### config.mk
export PLATFORM = sky130hd
export DESIGN_NAME = rift2_wb_arbiter
export DESIGN_NICKNAME = d
export VERILOG_FILES = /design/src/rtl/rift2_wb_arbiter.sv
export SDC_FILE = /design/constraint.sdc
export NUM_CORES = 1
export LEC_CHECK = 0
export BUFFER_PORTS_ARGS = -buffer_cell sky130_fd_sc_hd__buf_2
export CAP_MARGIN = 25
export CORE_AREA = 2 2 125 127
export DETAILED_ROUTE_END_ITERATION = 16
export DIE_AREA = 0 0 127 129
export SLEW_MARGIN = 25
export SYNTH_ARGS = -nofsm -noshare
export SYNTH_HDL_FRONTEND = slang
export SYNTH_SLANG_ARGS = --single-unit
### constraint.sdc
create_clock -name wb_clk_i -period 1.68 [get_ports wb_clk_i]
set_input_delay 0.168 -clock wb_clk_i [delete_from_list [all_inputs] [get_ports wb_clk_i]]
set_output_delay 0.168 -clock wb_clk_i [all_outputs]
set_load 0.03 [all_outputs]
### src/rtl/rift2_wb_arbiter.sv
// rift2_wb_arbiter: two-master round-robin Wishbone classic arbiter, bus locked for the whole cyc tenure.
// Define RIFT2_WB_ARB_TIMEOUT_EN to add the stall watchdog (err pulse, sticky timeout_o).
module rift2_wb_arbiter #(
  parameter int AW          = 32,
  parameter int DW          = 32,
  parameter int TIMEOUT_CYC = 255
) (
  input  logic            wb_clk_i,
  input  logic            rst_n,
  input  logic            m0_cyc_i,
  input  logic            m0_stb_i,
  input  logic            m0_we_i,
  input  logic [DW/8-1:0] m0_sel_i,
  input  logic [AW-1:0]   m0_adr_i,
  input  logic [DW-1:0]   m0_dat_i,
  output logic            m0_ack_o,
  output logic            m0_err_o,
  output logic [DW-1:0]   m0_dat_o,
  input  logic            m1_cyc_i,
  input  logic            m1_stb_i,
  input  logic            m1_we_i,
  input  logic [DW/8-1:0] m1_sel_i,
  input  logic [AW-1:0]   m1_adr_i,
  input  logic [DW-1:0]   m1_dat_i,
  output logic            m1_ack_o,
  output logic            m1_err_o,
  output logic [DW-1:0]   m1_dat_o,
  output logic            s_cyc_o,
  output logic            s_stb_o,
  output logic            s_we_o,
  output logic [DW/8-1:0] s_sel_o,
  output logic [AW-1:0]   s_adr_o,
  output logic [DW-1:0]   s_dat_o,
  input  logic            s_ack_i,
  input  logic [DW-1:0]   s_dat_i,
  output logic [1:0]      grant_o,
  output logic            timeout_o
);
  typedef enum logic [1:0] {IDLE, OWN0, OWN1} state_t;
  state_t     r_state;
  logic [1:0] r_grant;
  logic       r_ptr;
  logic [1:0] w_req;
  logic       w_pick0, w_ack, w_err, w_rel;
  if (TIMEOUT_CYC < 1) begin : g_bad_timeout
    $error("TIMEOUT_CYC must be at least 1");
  end
  assign s_cyc_o  = r_grant[0] ? m0_cyc_i : r_grant[1] ? m1_cyc_i : 1'b0;
  assign s_stb_o  = r_grant[0] ? m0_stb_i : r_grant[1] ? m1_stb_i : 1'b0;
  assign s_we_o   = r_grant[0] ? m0_we_i  : r_grant[1] ? m1_we_i  : 1'b0;
  assign s_sel_o  = r_grant[0] ? m0_sel_i : r_grant[1] ? m1_sel_i : '0;
  assign s_adr_o  = r_grant[0] ? m0_adr_i : r_grant[1] ? m1_adr_i : '0;
  assign s_dat_o  = r_grant[0] ? m0_dat_i : r_grant[1] ? m1_dat_i : '0;
  // an ack without a strobe is not a beat and is dropped
  assign w_ack    = s_ack_i & s_stb_o & ~w_err;
  assign m0_ack_o = r_grant[0] & w_ack;
  assign m1_ack_o = r_grant[1] & w_ack;
  assign m0_err_o = r_grant[0] & w_err;
  assign m1_err_o = r_grant[1] & w_err;
  assign m0_dat_o = r_grant[0] ? s_dat_i : '0;
  assign m1_dat_o = r_grant[1] ? s_dat_i : '0;
  assign grant_o  = r_grant;
  assign w_rel    = ~s_cyc_o | w_err;
  assign w_pick0  = w_req[0] & (~w_req[1] | ~r_ptr);
`ifdef RIFT2_WB_ARB_TIMEOUT_EN
  localparam int CW = $clog2(TIMEOUT_CYC + 1);
  logic [CW-1:0] r_cnt;
  logic [1:0]    r_blk;
  logic          r_timeout;
  assign w_err     = (r_state != IDLE) && (r_cnt == CW'(TIMEOUT_CYC));
  // a master cut off by the watchdog must drop cyc before it may compete again
  assign w_req     = {m1_cyc_i, m0_cyc_i} & ~r_blk;
  assign timeout_o = r_timeout;
  always_ff @(posedge wb_clk_i or negedge rst_n)
    if (!rst_n) begin
      r_cnt     <= '0;
      r_blk     <= '0;
      r_timeout <= 1'b0;
    end else begin
      r_cnt     <= (r_state == IDLE || w_rel || (s_ack_i && s_stb_o)) ? '0 : s_stb_o ? r_cnt + 1'b1 : r_cnt;
      r_blk     <= (r_blk | (w_err ? r_grant : 2'b00)) & {m1_cyc_i, m0_cyc_i};
      r_timeout <= r_timeout | w_err;
    end
`else
  assign w_err     = 1'b0;
  assign w_req     = {m1_cyc_i, m0_cyc_i};
  assign timeout_o = 1'b0;
`endif
  // r_ptr = 1 favours m1; it points away from the master that released last
  always_ff @(posedge wb_clk_i or negedge rst_n)
    if (!rst_n) begin
      r_state <= IDLE;
      r_grant <= 2'b00;
      r_ptr   <= 1'b0;
    end else if (r_state == IDLE) begin
      r_state <= w_pick0 ? OWN0 : w_req[1] ? OWN1 : IDLE;
      r_grant <= w_pick0 ? 2'b01 : w_req[1] ? 2'b10 : 2'b00;
    end else if (w_rel) begin
      r_state <= IDLE;
      r_grant <= 2'b00;
      r_ptr   <= (r_state == OWN0);
    end
endmodule

==> results of run 1 <==
## state kept, by name, summed over array words and instances (netlist names)
register and cells:
r_state 2, r_ptr 1
## cell usage after synthesis
cell type  instances  share of area, %
and3_1             1              0.46
inv_2              1              0.28
conb_1             1              0.28
and2_1            64                29
o21bai_1           1              0.55
buf_4              5               2.8
nand2b_1           1              0.46
buf_6              8               6.6
nand2_1            2              0.55
nor2_1             2              0.55
o21ai_0            1              0.37
nor2_4             1              0.83
clkbuf_1          11               3.0
dfrtp_1            3               5.5
a22o_1            70                45
mux2i_1            1              0.74
a21oi_1            5               1.8
inv_1              1              0.28
buf_2              1              0.37
## logic make-up (layout without fill, tap and decap cells)
kind of cell | after synthesis | count (layout) | share of synthesized area, %
buffers and inverters | 27 | 333 | 13.3
AO/OA/AOI/OAI | 77 | 77 | 47.8
other | 1 | 4 | 0.276
multiplexers | 1 | 1 | 0.736
flip-flops | 3 | 3 | 5.52
AND/OR/NAND/NOR | 71 | 71 | 32.3
## power by group
group / leakage (nW) / total [W] / internal, W / switching, W
Combinational: 2.05 / 0.00413 / 0.00170 / 0.00243
Clock: 0.0382 / 0.000375 / 0.000313 / 0.0000624
Sequential: 0.0356 / 0.000126 / 0.000102 / 0.0000243
## critical path: stages (launching register included)
cell       delay [ns]
dfrtp_4          0.50
nor2_4           0.20
buf_12           0.18
clkbuf_16        0.17
a22o_1           0.14
buf_6            0.13
## cell type report
class	instances	area, um2	share of cell area [%]
clock buffers	4	78.8	2.12
diodes	1	2.50	0.0674
repair buffers	327	2190	59.0
inverters	2	7.51	0.202
multi-input cells	152	1120	30.2
flip-flops and latches	3	78.8	2.12
well taps	188	235	6.33
## per-stage QoR
stage | power (W) | hold slack, ns | setup slack, ns | instance area (um2)
after floorplan | 0.00252 | -0.128 | -0.0616 | 1370
after global placement | 0.00341 | -0.0317 | 0.0739 | 3060
after detailed placement | 0.00341 | -0.0336 | 0.0587 | 3060
after CTS | 0.00454 | 0.239 | -0.0626 | 3640
after global routing | 0.00487 | 0.253 | -0.0947 | 3710
final | 0.00463 | 0.240 | -0.0446 | 3710
## final timing paths
| kind | endpoint | slack (ns) | cells past startpoint |
|---|---|---|---|
| hold / removal | r_state[0] | 0.24 | 3 |
| min in group asynchronous | r_state[1] | 0.28 | 2 |
| max in group asynchronous | r_state[0] | 1.28 | 2 |
| hold reg to reg | r_ptr | 0.56 | 2 |
| setup reg to reg | r_ptr | 0.55 | 3 |
| setup / recovery | s_sel_o[0] | -0.04 | 5 |
## metal layers
| layer | share of wire, % | wire length, um | vias to the layer above | global-route usage [%] |
|---|---|---|---|---|
| met2 | 54 | 5160 | 186 | 19.1 |
| met1 | 36 | 3510 | 1179 | 10.5 |
| met5 | 0 | 0 | - | 0 |
| met3 | 9.7 | 938 | 4 | 1.79 |
| met4 | 0.27 | 26 | 0 | 1.49 |
| li1 | - | - | 1281 | - |
## timing repair
| item | CTS | global route |
|---|---|---|
| setup endpoints to repair | 62 | 70 |
| hold buffers | 1 | 0 |
| pin swaps | 3 | 8 |
| gates resized for setup | 125 | 10 |
| hold endpoints to repair | 3 | 0 |
| setup buffers | 2 | 0 |
| gates cloned | 3 | 3 |
==> flow_metrics.py, run 1 <==
metrics = {
    "floorplan": {
        "core_um2": 15000,
        "initial_core_util_pct": 9.08,
        "rows": 45,
        "die_h_um": 129,
        "die_x_um": 127,
        "die-area_um2": 16400,
        "io_pins": 319,
    },
    "power_and_ir_drop": {
        "ir_drop_v": 0.000713,
        "cellPowerDensity_nw_per_um2": 1250,
        "p_leak_nw": 2.12,
    },
    "status": {
        "violations": "setup timing",
        "status": "complete, but fails checks",
    },
    "yosys": {
        "syn_area_um2": 1360,
        "yosysSeqAreaShare_pct": 5.52,
        "syn_avg_cell_area_um2": 7.56,
        "synthCells": 180,
        "ys_warn_count": 0,
        "ys_types": 19,
        "ys_seq_elements": 3,
    },
    "finish": {
        "layout_common_cells": "buf_2, a22o_1, and2_1, buf_6, buf_4",
        "fin_util_pct": 24.8,
        "final_cells": 677,
        "area_growth_pct": 173,
        "n_fill_cell": 1631,
        "drive_gt1_share_pct": 68.2,
        "nets": 666,
        "final_common_cell": "buf_2",
    },
    "grt": {
        "grt_pass1_wl_um": 12300,
        "first_global_vias": 2425,
        "grt_max_degree": 58,
        "antenna_found_initial": 2,
        "gr-usage-all-layers_pct": 9.54,
        "grt-ovfl-total": 0,
    },
    "setup_path": {
        "cp.required_ns": 1.51,
        "cp_max_fo": 9,
        "criticalPathCategory": "reg -> out",
        "reg2reg_from": "r_state[0]",
        "critical_path.startpoint": "r_state[0]",
        "critPathCaptureType": "output pin",
        "crit_arrival_ns": 1.56,
        "start_kind": "flop",
    },
    "detailed_routing": {
        "first_iter_violations": 95,
        "wl_per_cell_um": 14.2,
        "dr.pass1.iters": 4,
        "via_count": 2650,
        "ant_nets": 0,
        "drt-vias-per-instance": 3.91,
        "drc": 0,
        "routed_wirelength_um": 9630,
    },
    "timing": {
        "slew_viol_final": 0,
        "period_share_pct": 103,
        "fin_tns_setup_ns": -0.780,
        "hold_violations": 0,
        "final.min_clock_period_ns": 1.72,
        "setup_slack_ns": -0.0446,
        "rsz0062_at_grt": "true",
        "skew_ns": 0.0000493,
        "setup_viol": 31,
        "fmax_mhz": 580,
    },
    "place": {
        "portBuffers": 315,
        "place_congestion": 0.761,
        "hpwl_um": 6610,
        "dpl.cell_count": 664,
    },
    "clock_tree": {
        "cts_root_buf": "clkbuf_16",
        "cts_num_sinks": 3,
        "clock_latency_ns": 0.22,
        "clk_pin_slew_worst_paths_ns": 0.03,
        "ctsHtreeMaxLevel": 1,
        "cts_buffer_depth": 2,
        "cts_tree": "yes",
        "cts_buffers": 3,
    },
    "hold_path": {
        "worstHoldStart": "m0_cyc_i",
        "min_path_type": "in -> reg",
    },
    "job": {
        "drv_cap": 0,
    },
}
Power figures use the tool's default switching activity.
==> inputs of run 2 (changes only) <==
- SKIP_CTS_REPAIR_TIMING: not set -> 1
==> run 2 against run 1 <==
The run still ends with setup timing left. Sequential cell count stayed put. Total power hardly changed. Die area unchanged. Sequential share of layout area hardly changed. Clock power is essentially flat. Clock skew stayed put. Register-to-register slack hardly changed. Core utilization rose by 0.059 points.
==> flow_metrics.py, run 2 (same netlist as run 1, synthesis figures left out) <==
metrics = {
    "status": {
        "status": "complete, but fails checks",
        "violations": "setup timing",
    },
    "clock_tree": {
        "cts_tree": "yes",
        "cts_root_buf": "clkbuf_16",
        "ctsHtreeMaxLevel": 1,
        "clock_latency_ns": 0.22,
        "cts_buffers": 3,
        "cts_num_sinks": 3,
        "cts_buffer_depth": 2,
        "clk_pin_slew_worst_paths_ns": 0.03,
    },
    "detailed_routing": {
        "ant_nets": 0,
        "wl_per_cell_um": 14.2,
        "first_iter_violations": 122,
        "routed_wirelength_um": 9600,
        "drc": 0,
        "drt-vias-per-instance": 3.97,
        "dr.pass1.iters": 4,
        "via_count": 2689,
    },
    "floorplan": {
        "die-area_um2": 16400,
        "die_h_um": 129,
        "io_pins": 319,
        "rows": 45,
        "core_um2": 15000,
        "initial_core_util_pct": 9.08,
        "die_x_um": 127,
    },
    "finish": {
        "nets": 667,
        "top_register": "r_state",
        "largestRegisters": "r_state (2), r_ptr (1)",
        "layout_common_cells": "buf_2, a22o_1, and2_1, buf_6, clkbuf_16",
        "final_common_cell": "buf_2",
        "final_cells": 678,
        "area_growth_pct": 174,
        "n_fill_cell": 1640,
        "largest_reg_flops": 2,
        "drive_gt1_share_pct": 68.1,
    },
    "timing": {
        "period_share_pct": 102,
        "rsz0062_at_grt": "true",
        "setup_slack_ns": -0.0276,
        "fmax_mhz": 586,
        "slew_viol_final": 0,
        "final.min_clock_period_ns": 1.71,
        "hold_violations": 0,
        "skew_ns": 0.0000493,
        "setup_viol": 18,
    },
    "power_and_ir_drop": {
        "p_leak_nw": 2.13,
        "ir_drop_v": 0.000747,
        "finalPower_w": 0.00464,
        "cellPowerDensity_nw_per_um2": 1250,
    },
    "grt": {
        "gr-usage-all-layers_pct": 7.88,
        "first_global_vias": 2135,
        "grt-ovfl-total": 0,
        "grt_pass1_wl_um": 10400,
        "grt_max_degree": 71,
        "antenna_found_initial": 2,
    },
    "setup_path": {
        "criticalPathCategory": "reg -> out",
        "crit_arrival_ns": 1.54,
        "cp_max_fo": 57,
        "cp.required_ns": 1.51,
        "r2r_cells": 3,
        "start_kind": "flop",
        "critPathCaptureType": "output pin",
    },
    "job": {
        "drv_cap": 0,
    },
    "place": {
        "place_congestion": 0.761,
        "hpwl_um": 6610,
        "portBuffers": 315,
        "dpl.cell_count": 664,
    },
    "hold_path": {
        "min_path_type": "in -> reg",
        "whs_path_depth": 3,
    },
}
[run 2: changes by cell type in the layout (fill, tap and decap cells not counted), sizes merged]
cell,previous run,this run
clkbuf,8,9
[run 2: cell type report]
class	instances	area [um2]	share of cell area (%)
well taps	188	235	6.32
flip-flops and latches	3	78.8	2.12
clock buffers	4	78.8	2.12
multi-input cells	152	1110	29.8
inverters	2	7.51	0.202
repair buffers	328	2210	59.3
diodes	1	2.50	0.0672
[run 2: layer usage]
layer  vias up  routed length, um  GRT usage, %
met5         -                  0             0
met4         0                186         0.776
met3        15                845          1.66
met2       198               5010          15.6
met1      1192               3560          8.96
li1       1284                  -             -
[run 2: through the flow]
step | hold WS [ns] | utilization [%] | setup WS [ns] | setup TNS [ns] | instance area (um2)
floorplan | -0.128 | - | -0.0616 | -0.106 | 1370
global placement | -0.0317 | 20.5 | 0.0739 | 0 | 3060
detailed placement | -0.0336 | 20.5 | 0.0587 | 0 | 3060
CTS | -0.265 | 21.0 | -0.180 | -4.64 | 3140
global route | 0.253 | 24.8 | -0.0703 | -2.49 | 3720
finish | 0.240 | 24.9 | -0.0276 | -0.173 | 3720
[run 2: power breakdown]
part           internal [W]  switching, W
Sequential         0.000102     0.0000240
Clock              0.000313     0.0000624
Combinational       0.00171       0.00243
Total               0.00212       0.00252
[run 2: final timing paths]
| kind | start | to | slack (ns) |
|---|---|---|---|
| hold reg to reg | r_ptr | r_ptr | 0.56 |
| setup reg to reg | r_state[0] | r_ptr | 0.56 |
| min in group asynchronous | rst_n | r_state[1] | 0.27 |
| hold / removal | m0_cyc_i | r_state[0] | 0.24 |
| max in group asynchronous | rst_n | r_state[0] | 1.28 |
| setup / recovery | r_state[0] | s_dat_o[0] | -0.03 |
[run 2: worst max-delay path, stage by stage (launching register included)]
cell	delay, ns
dfrtp_4	0.44
clkbuf_8	0.34
a22o_1	0.27
buf_2	0.22
